**src/rtl/dii_packet_arbiter.sv**
```systemverilog
// rtl/dii_packet_arbiter.sv - packet-granular round-robin arbiter merging N DII channels
module dii_packet_arbiter #(
  parameter int N     = 4,
  parameter int WIDTH = 16
) (
  input  logic               clk,
  input  logic               rst,
  input  logic [N*WIDTH-1:0] in_data,
  input  logic [N-1:0]       in_first,
  input  logic [N-1:0]       in_last,
  input  logic [N-1:0]       in_valid,
  output logic [N-1:0]       in_ready,
  output logic [WIDTH-1:0]   out_data,
  output logic               out_first,
  output logic               out_last,
  output logic               out_valid,
  input  logic               out_ready,
  output logic [N-1:0]       grant
);

  localparam int IW = (N > 1) ? $clog2(N) : 1;

  typedef enum logic {IDLE, LOCKED} state_t;

  state_t        state, state_n;
  logic [N-1:0]  grant_n;
  logic [IW-1:0] last_grant, last_grant_n;
  logic [IW-1:0] grant_idx;
  logic [N-1:0]  winner;
  logic          found;
  logic          release_pkt;

  always_ff @(posedge clk) begin
    if (rst) begin
      state      <= IDLE;
      grant      <= '0;
      last_grant <= IW'(N - 1);
    end else begin
      state      <= state_n;
      grant      <= grant_n;
      last_grant <= last_grant_n;
    end
  end

  // grant is all-zero outside LOCKED, so the AND-OR mux also yields the idle zeros
  always_comb begin
    out_data  = '0;
    out_first = 1'b0;
    out_last  = 1'b0;
    out_valid = 1'b0;
    grant_idx = '0;
    for (int i = 0; i < N; i++) begin
      if (grant[i]) begin
        out_data  = in_data[i*WIDTH +: WIDTH];
        out_first = in_first[i];
        out_last  = in_last[i];
        out_valid = in_valid[i];
        grant_idx = IW'(i);
      end
    end
    in_ready = grant & {N{out_ready}};
  end

  // Scan upward from the input after the last winner, wrapping around
  always_comb begin
    winner = '0;
    found  = 1'b0;
    for (int k = 1; k <= N; k++) begin
      if (!found && in_valid[(int'(last_grant) + k) % N]) begin
        winner[(int'(last_grant) + k) % N] = 1'b1;
        found = 1'b1;
      end
    end
  end

  assign release_pkt = out_valid & out_ready & out_last;

  always_comb begin
    state_n      = state;
    grant_n      = grant;
    last_grant_n = last_grant;
    case (state)
      IDLE: begin
        if (|in_valid) begin
          state_n = LOCKED;
          grant_n = winner;
        end
      end
      LOCKED: begin
        if (release_pkt) begin
          state_n      = IDLE;
          grant_n      = '0;
          last_grant_n = grant_idx;
        end
      end
      default: begin
        state_n = IDLE;
        grant_n = '0;
      end
    endcase
  end

endmodule

```
**config.mk**
```make
export PLATFORM = sky130hd
export DESIGN_NAME = dii_packet_arbiter
export DESIGN_NICKNAME = d
export VERILOG_FILES = /design/src/rtl/dii_packet_arbiter.sv
export SDC_FILE = /design/constraint.sdc
export NUM_CORES = 1
export LEC_CHECK = 0
export ABC_AREA = 1
export BUFFER_PORTS_ARGS = -buffer_cell sky130_fd_sc_hd__buf_2
export CORE_MARGIN = 2
export CORE_UTILIZATION = 42
export CTS_BUF_LIST = sky130_fd_sc_hd__clkbuf_8 sky130_fd_sc_hd__clkbuf_16
export DETAILED_ROUTE_END_ITERATION = 16
export GPL_ROUTABILITY_DRIVEN = 0
export PLACE_DENSITY_LB_ADDON = 0.3
export SETUP_SLACK_MARGIN = 0.02
export SLEW_MARGIN = 20
export SYNTH_ARGS = -nofsm -noshare
export SYNTH_HDL_FRONTEND = slang
export SYNTH_SLANG_ARGS = --single-unit
```
**constraint.sdc**
```tcl
create_clock -name clk -period 3.74 [get_ports clk]
set_input_delay 0.748 -clock clk [delete_from_list [all_inputs] [get_ports clk]]
set_output_delay 0.748 -clock clk [all_outputs]
set_load 0.01 [all_outputs]
```
======== Yosys cells after proc, flatten, opt, wreduce, memory -nomap -nowiden ========
Cells that the tools add are included.
word-level totals
  RAM bits ................................ 0
  memories ................................ 0
  bits in latches ......................... 0
  register bits ........................... 7
  memory bits (read-only) ................. 0
  output and inout port bits .............. 27
cells by class
  reduce and logical (&&, ||, !) cells .... 17
  shifts and indexed selects .............. 0
  equal/unequal tests ..................... 2
  mux-type cells .......................... 52
  add/sub/neg operators ................... 4
  $lt $le $gt $ge ......................... 8
  divide/modulo/power cells ............... 0
  bitwise logic cells ..................... 11
  multipliers ............................. 0
operators with widths
  cell                 count
  $mux 16              4
  $mux 1               30
  $mux 4               6
  $lt 3x4->1 const B   4
  $ge 3x1->1 const B   4
  $or 4x4->4           3
  $bmux 1 s2           4
  $demux 1 s2          4
  $pmux 4 s2           1
  $reduce_or 2->1      4
  $logic_and 1x1->1    7
  $add 2x1->2 const B  2
  $add 2x2->2 const B  2
  $and 1x1->1 const A  4
  $and 4x4->4          1
  $mux 2               2
  $reduce_and 2->1     2
  $reduce_or 4->1      1
  $logic_not 1->1      3
  $and 1x1->1          2
  $ne 2x1->1 const B   1
  $ne 2x2->1 const B   1
  $pmux 1 s2           1
  $not 1->1            1

======== Longest topological paths before layout ========
Gate-level depths: netlist of the first run.
  depth in word-level cells ............... 18
  depth in mapped cells ................... 12
  gate-level depth less buffers ........... 11

======== Worst setup path after synthesis of the first run ========
OpenSTA, ideal clock, no wires.
  path type ............................... register to output
  from .................................... register grant[1]
  to ...................................... output port out_data[0]
  buffers on the path ..................... 1
  cell stages (with the launch flop) ...... 6
  data arrival time ....................... 1166 ps
  setup slack ............................. 1826 ps
  required time ........................... 2992 ps
  path through ............................ dfxtp_1 inv_2 nor2_2 buf_2 nand3_1 nand4_1
on the way
  word-level cells in the longest chain between the ends .. 3
RTL lines
  what                    RTL line  source
  start, declared         18        output logic [N-1:0] grant
  start signal, assigned  40        grant <= grant_n;
  $mux 16 (3 in a row)    53        if (grant[i]) begin
  end, declared           13        output logic [WIDTH-1:0] out_data,
Every way passes these cells.

======== Worst setup path after layout of the first run ========
  from .................................... register grant[1]
  to ...................................... output port out_data[3]
The elaborated chain is that of the path after synthesis.

==> flow_summary.toml, run 1 <==
[cts]
clk_pin_slew_ns = 0.04
postCtsResizedCells = 0
cts_setup_buffers = 0
clockRootBuffer = "clkbuf_8"
insertion_delay_ns = 0.22
cts_buffer_depth = 2
hold_buffers = 0
clock-sinks = 7
h-tree-depth = 1
cts_tree = "done"
cts_buffers = 3

[final_layout]
design_area_um2 = 1870
synthToLayoutAreaGrowth_pct = 44.6
antennaDiodeCount = 0
drive_above_1_share = 0.392
ff_latch_area_um2 = 140
final_cell_mix = "buf_2 (105), nand2_1 (89), nand3_1 (44)"
multi_input_area_um2 = 1010
fin_nets = 417
layout_commonest_cell = "buf_2"
fill_cells = 324

[die]
die_w_um = 59.4
die_area_um2 = 3530
rows = 20
coreArea_um2 = 2980
io_pins = 106
start_util = 0.433
die_h_um = 59.4

[routing]
totalWireLength_um = 4450
wl_per_cell_um = 12.3
drt_pass1_iterations = 4
drt_iter0_drc = 114
route.detailed.drc = 0
vias = 1845
via_per_inst = 5.10
final_antenna_net_count = 0

[power]
p_leak_nw = 1.10
ir_worst_vdd_uv = 177
power_density_nw_per_um2 = 182

[min_path]
hold_path_depth = 1
hp-class = "register to register"

[timing]
min_period_ns = 2.51
hold_ws_ns = 0.534
rsz0062_at_grt = "no"
finalSetupViolCount = 0
hold_viol = 0
fin_skew_ns = 0.00137
relSlewSlack = 0.502
finalCritPeriodShare = 0.671
max_freq_ghz = 0.398
timing.final.ws_setup_ns = 1.23
tns_ns = 0
worst_pin_slew_ns = 0.746
drv_slew = 0

[worst_setup_path]
crit_required_ns = 2.99
cp-start-kind = "register"
path_delay_family = "simple AND/OR/NAND/NOR gates"
critPathCaptureType = "output pin"
critPathKind = "register to output pin"
slowest_delay_ns = 0.57
reg2reg_depth = 11
cpMaxStageDelayCell = "nor2_2"
crit_buf_inv = 2
path_cells = "inv_2 > nor2_2 > nand2_1 > a21oi_1 > a221o_1 > buf_2"
worst-path-max-fanout = 19
cp.depth = 6
worstPathArrival_ns = 1.76

[placed_design]
place_area_um2 = 1820
place_ws_ns = 1.49
place_hpwl_um = 3490
io_buffers = 105

[grt]
busiest_layer = "met2"
use_met2 = 0.403
grtUsageMet3 = 0.0546
antenna_found_initial = 0
grt-ovfl-total = 0
gr-usage-all-layers = 0.231
grt_pass1_wl_um = 6530
grt_max_degree = 24
grt_use_met1 = 0.296
grt_pass1_vias = 1491

[synth]
yosysUniqueCellTypes = 28
syn-num-nets = 314
syn_area_um2 = 1290
ys_ff_latch = 7
syn_inst = 227
synth.avg_cell_area_um2 = 5.68
synth_sequential_area_ratio = 0.109
ys.warnings.count = 0

[flow_run]
max_cap_viol_count = 0

[status]
outcome = "finished clean"
==> routing by layer <==
metal | part of all wire | wire, µm | up-vias
met3 | 0.10 | 445 | 2
li1 | - | - | 957
met2 | 0.49 | 2160 | 83
met5 | 0 | 0 | -
met1 | 0.41 | 1840 | 803
met4 | 0.0016 | 7 | 0
==> power breakdown <==
| group | internal [W] | leakage [nW] | total [W] | switching, W |
|---|---|---|---|---|
| Combinational | 0.0000699 | 1.02 | 0.000155 | 0.0000851 |
| Sequential | 0.0000780 | 0.0573 | 0.0000818 | 0.00000387 |
| Clock | 0.0000708 | 0.0269 | 0.000102 | 0.0000316 |
| Total | 0.000219 | 1.10 | 0.000339 | 0.000121 |
==> cells by family (layout without fill, tap and decap cells) <==
group	Yosys count	after routing	synth area share
compound gates	12	12	0.0601
fa+ha+maj	8	8	0.0776
buf+inv	33	135	0.109
flops	7	7	0.109
simple gates	167	167	0.645
==> worst paths after layout <==
kind | slack, ns | end | from
worst max-delay path | 1.23 | out_data[3] | grant[1]$_SDFFE_PP0P_
worst min-delay path | 0.53 | state$_SDFF_PP0_ | state$_SDFF_PP0_
worst max register to register | 1.64 | grant[3]$_SDFFE_PP0P_ | last_grant[0]$_SDFFE_PP1P_
worst min register to register | 0.53 | state$_SDFF_PP0_ | state$_SDFF_PP0_
==> stage by stage <==
step	total power, W	cells	util
after floorplan	0.000162	227	-
after global placement	0.000236	358	0.611
after detailed placement	0.000237	358	0.611
after CTS	0.000342	362	0.626
after global routing	0.000364	362	0.626
final	0.000339	362	0.626
==> sequential cells by signal, indices dropped and copies added (netlist names) <==
name	flops
grant	4
state	1
last_grant	2
==> cell usage after synthesis <==
master / count / area [µm²]
nand2_1: 89 / 334
nand3_1: 44 / 220
inv_1: 20 / 75.1
nand4_1: 17 / 106
ha_1: 8 / 100
dfxtp_1: 7 / 140
a21oi_1: 6 / 30.0
clkbuf_1: 4 / 15.0
inv_2: 4 / 15.0
nand2_2: 3 / 18.8
nand2_4: 3 / 33.8
nor2_1: 3 / 11.3
buf_2: 2 / 10.0
nand3_2: 2 / 20.0
nor2_4: 2 / 22.5
a21oi_2: 1 / 8.76
a221o_1: 1 / 10.0
buf_4: 1 / 7.51
buf_6: 1 / 11.3
inv_4: 1 / 6.26
nand3_4: 1 / 17.5
nand3b_4: 1 / 20.0
nand4_4: 1 / 21.3
nor2_2: 1 / 6.26
o211a_1: 1 / 10.0
o211ai_1: 1 / 7.51
o21ai_1: 1 / 5.00
o22ai_1: 1 / 6.26
==> cell type report <==
class                   count  area share
clock inverters             1     0.00201
inverters                  25      0.0516
multi-input cells         187       0.541
flip-flops and latches      7      0.0751
well taps                  33      0.0221
clock buffers               3      0.0221
repair buffers            106       0.286
Note: power is estimated with default switching activity, not from simulation.
==> run 2, diff against run 1 <==
- ABC_AREA: 1 -> 0
- CORE_UTILIZATION: 42 -> 34
- clock period: 3.74 -> 2.1 ns (I/O delays scaled with it)
==> flow_summary.toml, run 2 <==
[status]
outcome = "finished clean"

[die]
io_pins = 106
die_w_um = 62.2
die_h_um = 62.2
rows = 21
start_util = 0.351
coreArea_um2 = 3280
die_area_um2 = 3870

[timing]
hold_ws_ns = 0.535
max_freq_ghz = 0.511
finalCritPeriodShare = 0.932
min_period_ns = 1.96
fin_skew_ns = 0.00152
relSlewSlack = 0.645
worst_pin_slew_ns = 0.527
rsz0062_at_grt = "no"
drv_slew = 0
finalSetupViolCount = 0
hold_viol = 0
tns_ns = 0

[worst_setup_path]
ff2ff_setup_slack_ns = 0.24
cp-startpoint = "grant[2]$_SDFFE_PP0P_"
crit_path_end = "out_last"
cp-start-kind = "register"
crit_required_ns = 1.68
critPathCaptureType = "output pin"
rr_endpoint = "grant[0]$_SDFFE_PP0P_"
worstPathArrival_ns = 1.54
reg2reg_depth = 5
critPathKind = "register to output pin"
crit-reg2reg-launch = "grant[2]$_SDFFE_PP0P_"
worst-path-max-fanout = 25

[routing]
wl_per_cell_um = 13.6
totalWireLength_um = 4020
via_per_inst = 5.41
drt_pass1_iterations = 5
vias = 1602
drt_iter0_drc = 108
route.detailed.drc = 0
final_antenna_net_count = 0

[synth]
ys.flop_type = "dfxtp_1"
ys_ff_latch = 7
ys.warnings.count = 0
synth.avg_cell_area_um2 = 7.95
synth_largest_area_cell = "a22oi_1"
synth_top_cell_area_share = 0.221
yosys-top-cells-area = "a22oi_1 (22%), dfxtp_1 (12%), ha_1 (8.7%)"
syn-num-nets = 232
syn_inst = 145
async_flop_share = 0
synthTopCellsByCount = "a22oi_1 (34), o21ai_0 (17), inv_1 (10), and2_1 (9), ha_1 (8)"
synth_sequential_area_ratio = 0.122
synth.most_common_cell = "a22oi_1"
synth_edf_count = 0
syn_area_um2 = 1150
yosysUniqueCellTypes = 34

[final_layout]
regMostFlops = "grant"
ff_latch_area_um2 = 140
synthToLayoutAreaGrowth_pct = 55.7
multi_input_area_um2 = 928
fill_cells = 342
fin_cells = 296
drive_above_1_share = 0.492
fin_util = 0.546
design_area_um2 = 1790
antennaDiodeCount = 0
largest_registers = "grant: 4 flops, last_grant: 2 flops, state: 1 flops"
largest_register_ffs = 4
fin_nets = 338
final_cell_mix = "buf_2 (105), a22oi_1 (34), o21ai_0 (17)"
layout_commonest_cell = "buf_2"

[grt]
grt_max_degree = 44
antenna_found_initial = 0
grt_pass1_wl_um = 6500
grt_pass1_vias = 1446
grt-ovfl-total = 0
gr-usage-all-layers = 0.204

[cts]
cts_buffer_depth = 2
insertion_delay_ns = 0.24
h-tree-depth = 1
clock-sinks = 7
hold_buffers = 0
cts_tree = "done"
clockRootBuffer = "clkbuf_8"
cts_setup_buffers = 0
cts_buffers = 3
clk_pin_slew_ns = 0.04

[placed_design]
place_area_um2 = 1730
io_buffers = 105
place_hpwl_um = 3160
dp_cells = 292

[power]
combPwrFrac = 0.451
p_leak_nw = 0.905
internal_power_w = 0.000403
p_clk_frac = 0.315
ir_worst_vdd_uv = 141
pwr-share-seq = 0.234
p_switching_w = 0.000216
power_density_nw_per_um2 = 345
p_sw_frac = 0.349

[flow_run]
max_cap_viol_count = 0

[min_path]
hp-class = "input pin to register"
-- run 2: cell types whose count changed in the layout (fill, tap and decap cells not counted), sizes merged, moves of 5 or more --
cell / previous run / this run
nand2: 95 / 1
inv: 26 / 11
o211ai: 1 / 6
nand3: 47 / 0
buf: 106 / 112
and3b: 0 / 5
and2: 0 / 9
a21oi: 7 / 1
o21ai: 1 / 18
a22oi: 0 / 34
nand4: 18 / 0
-- run 2: layout make-up --
class,count,area share
inverters,10,0.0209
well taps,46,0.0321
clock inverters,1,0.00209
flip-flops and latches,7,0.0781
clock buffers,3,0.0230
multi-input cells,117,0.517
repair buffers,112,0.326
-- run 2: per-stage QoR --
stage                     setup slack (ns)  total power, W
after floorplan                      0.124        0.000281
after global placement               0.186        0.000421
after detailed placement             0.166        0.000423
after CTS                           0.0373        0.000620
after global routing                0.0422        0.000662
final                                0.142        0.000619
-- run 2: worst min path at each step --
stage / from / cells after the start / slack, ns / end
after global routing: rst / 3 / 0.54 / last_grant[0]$_SDFFE_PP1P_
after detailed placement: state$_SDFF_PP0_ / 2 / 0.53 / state$_SDFF_PP0_
after CTS: rst / 3 / 0.52 / last_grant[0]$_SDFFE_PP1P_
final: rst / 3 / 0.54 / last_grant[0]$_SDFFE_PP1P_
after floorplan: state$_SDFF_PP0_ / 2 / 0.48 / state$_SDFF_PP0_
after global placement: state$_SDFF_PP0_ / 2 / 0.54 / state$_SDFF_PP0_
-- run 2: worst max-delay path, cell delays in order, from the launching register on --
cell and delay [ns]:
dfxtp_1 0.30, buf_4 0.21, a211o_1 0.30, a31oi_2 0.27, nor2_1 0.08, buf_2 0.14
-- run 2: power groups by stage --
stage	combinational, W	clock [W]	sequential (W)
finish	0.000279	0.000195	0.000145
global route	0.000308	0.000209	0.000145
CTS	0.000277	0.000198	0.000144
detailed placement	0.000277	0	0.000147
global placement	0.000274	0	0.000147
floorplan	0.000132	0	0.000149
-- run 2: cells by family after synthesis --
| family | Yosys count | share of synthesized area |
|---|---|---|
| muxes | 4 | 0.0782 |
| buffers and inverters | 21 | 0.0793 |
| and+or+nand+nor | 31 | 0.170 |
| adders and majority gates | 8 | 0.0869 |
| DFF | 7 | 0.122 |
| AOI/OAI and AO/OA | 74 | 0.464 |
-- run 2: metal layers --
layer / vias up / track usage / routed length (µm)
li1: 795 / - / -
met1: 741 / 0.261 / 1730
met2: 61 / 0.344 / 1970
met3: 5 / 0.0471 / 278
met4: 0 / 0.0556 / 46
met5: - / 0 / 0
-- run 2: what timing repair did --
action	CTS	global route
setup endpoints to repair	17	5
endpoints found under the hold margin	0	0
gates resized for setup	1	3
==> run 3, diff against run 2 <==
--- a/constraint.sdc
+++ b/constraint.sdc
@@ -3,2 +3,2 @@
 set_output_delay 0.42 -clock clk [all_outputs]
-set_load 0.01 [all_outputs]
+set_load 0.02 [all_outputs]
==> flow_summary.toml, run 3 (same netlist as run 2, synthesis figures left out) <==
[cts]
clockRootBuffer = "clkbuf_8"
insertion_delay_ns = 0.23
clock-sinks = 7
cts_buffers = 3
cts_buffer_depth = 2
cts_tree = "done"
clk_pin_slew_ns = 0.04
h-tree-depth = 1

[timing]
relSlewSlack = 0.624
worst_pin_slew_ns = 0.557
tns_ns = 0
drv_slew = 0
finalSetupViolCount = 0
hold_ws_ns = 0.525
min_period_ns = 2.02
rsz0062_at_grt = "yes"
max_freq_ghz = 0.495
hold_viol = 0
fin_skew_ns = 0.00285
finalCritPeriodShare = 0.961

[final_layout]
largest_registers = "grant: 4 flops, last_grant: 2 flops, state: 1 flops"
antennaDiodeCount = 0
synthToLayoutAreaGrowth_pct = 60.9
fin_util = 0.565
largest_register_ffs = 4
fin_nets = 344
fill_cells = 303
final_cell_mix = "buf_2 (105), a22oi_1 (34), buf_4 (12)"
fin_cells = 302
layout_commonest_cell = "buf_2"
drive_above_1_share = 0.516
regMostFlops = "grant"

[power]
ir_worst_vdd_uv = 214
p_switching_w = 0.000255
pwr-share-seq = 0.222
p_sw_frac = 0.382
finalPower_w = 0.000666
internal_power_w = 0.000412
power_density_nw_per_um2 = 359
combPwrFrac = 0.489
p_leak_nw = 0.944
p_clk_frac = 0.289

[die]
die_area_um2 = 3870
rows = 21
coreArea_um2 = 3280
start_util = 0.351
die_h_um = 62.2
io_pins = 106
die_w_um = 62.2

[worst_setup_path]
rr_endpoint = "last_grant[1]$_SDFFE_PP1P_"
reg2reg_depth = 5
critPathKind = "register to output pin"
crit_required_ns = 1.68
worstPathArrival_ns = 1.60
cp-start-kind = "register"
worst-path-max-fanout = 20
ff2ff_setup_slack_ns = 0.23
critPathCaptureType = "output pin"
crit-reg2reg-launch = "grant[2]$_SDFFE_PP0P_"

[flow_run]
max_cap_viol_count = 0

[grt]
grt-ovfl-total = 0
grt_max_degree = 24
gr-usage-all-layers = 0.220
grt_pass1_wl_um = 7060
grt_pass1_vias = 1506
antenna_found_initial = 0

[min_path]
hp-class = "input pin to register"
hp-start = "rst"
hold_path_depth = 3
min_to = "last_grant[0]$_SDFFE_PP1P_"

[routing]
drt_iter0_drc = 48
vias = 1636
final_antenna_net_count = 0
drt_pass1_iterations = 5
route.detailed.drc = 0
wl_per_cell_um = 14.1
via_per_inst = 5.42
totalWireLength_um = 4250

[status]
outcome = "finished clean"

[placed_design]
dp_cells = 298
place_hpwl_um = 3460
io_buffers = 105
==> run 3: routing by layer <==
layer	global-route usage	vias up	wire length, µm
met5	0	-	0
met4	0.0333	0	34
met3	0.0417	4	232
met2	0.372	58	2080
met1	0.296	762	1900
li1	-	812	-
==> run 3: cell type report <==
cell class                      count  area (µm²)  area share
Tap cell                           46        57.6      0.0310
Timing Repair Buffer              118         636       0.343
Multi-Input combinational cell    117         937       0.505
Clock inverter                      1        3.75     0.00202
Clock buffer                        3        41.3      0.0223
Sequential cell                     7         141      0.0762
Inverter                           10        37.5      0.0202
==> run 3: worst max path at each step <==
| stage | start | endpoint | slack, ns | cells after the start |
|---|---|---|---|---|
| 6_report | grant[2]$_SDFFE_PP0P_ | out_last | 0.08 | 5 |
| 3_3_place_gp | grant[1]$_SDFFE_PP0P_ | out_data[3] | 0.25 | 6 |
| 2_1_floorplan | grant[1]$_SDFFE_PP0P_ | out_data[10] | 0.07 | 5 |
| 4_1_cts | grant[3]$_SDFFE_PP0P_ | out_last | 0.06 | 5 |
| 3_5_place_dp | grant[1]$_SDFFE_PP0P_ | out_data[3] | 0.22 | 6 |
| 5_1_grt | grant[2]$_SDFFE_PP0P_ | out_last | 0.007 | 5 |
==> run 3: power by group through the flow <==
| stage | sequential [W] | combinational, W | clock, W |
|---|---|---|---|
| 3_3_place_gp | 0.000150 | 0.000319 | 0 |
| 4_1_cts | 0.000147 | 0.000323 | 0.000196 |
| 5_1_grt | 0.000149 | 0.000357 | 0.000207 |
| 6_report | 0.000148 | 0.000326 | 0.000193 |
| 2_1_floorplan | 0.000152 | 0.000166 | 0 |
| 3_5_place_dp | 0.000150 | 0.000320 | 0 |
==> run 3: stage by stage <==
| stage | cell area (µm²) | setup slack [ns] |
|---|---|---|
| after global placement | 1790 | 0.252 |
| final | 1850 | 0.0818 |
| after CTS | 1850 | 0.0576 |
| after detailed placement | 1790 | 0.224 |
| after floorplan | 1150 | 0.0675 |
| after global routing | 1850 | 0.00658 |
==> run 3: what timing repair did <==
item                                    in CTS  in global routing
setup buffers                                0                  0
hold buffers                                 0                  0
endpoints found under the setup margin      11                  5
gates resized for setup                      2                  3
==> run 3: critical path: stages, from the launching register on <==
cell,delay (ns)
dfxtp_1,0.32
buf_4,0.21
a211o_1,0.29
a31oi_2,0.29
nor2_1,0.08
buf_2,0.16
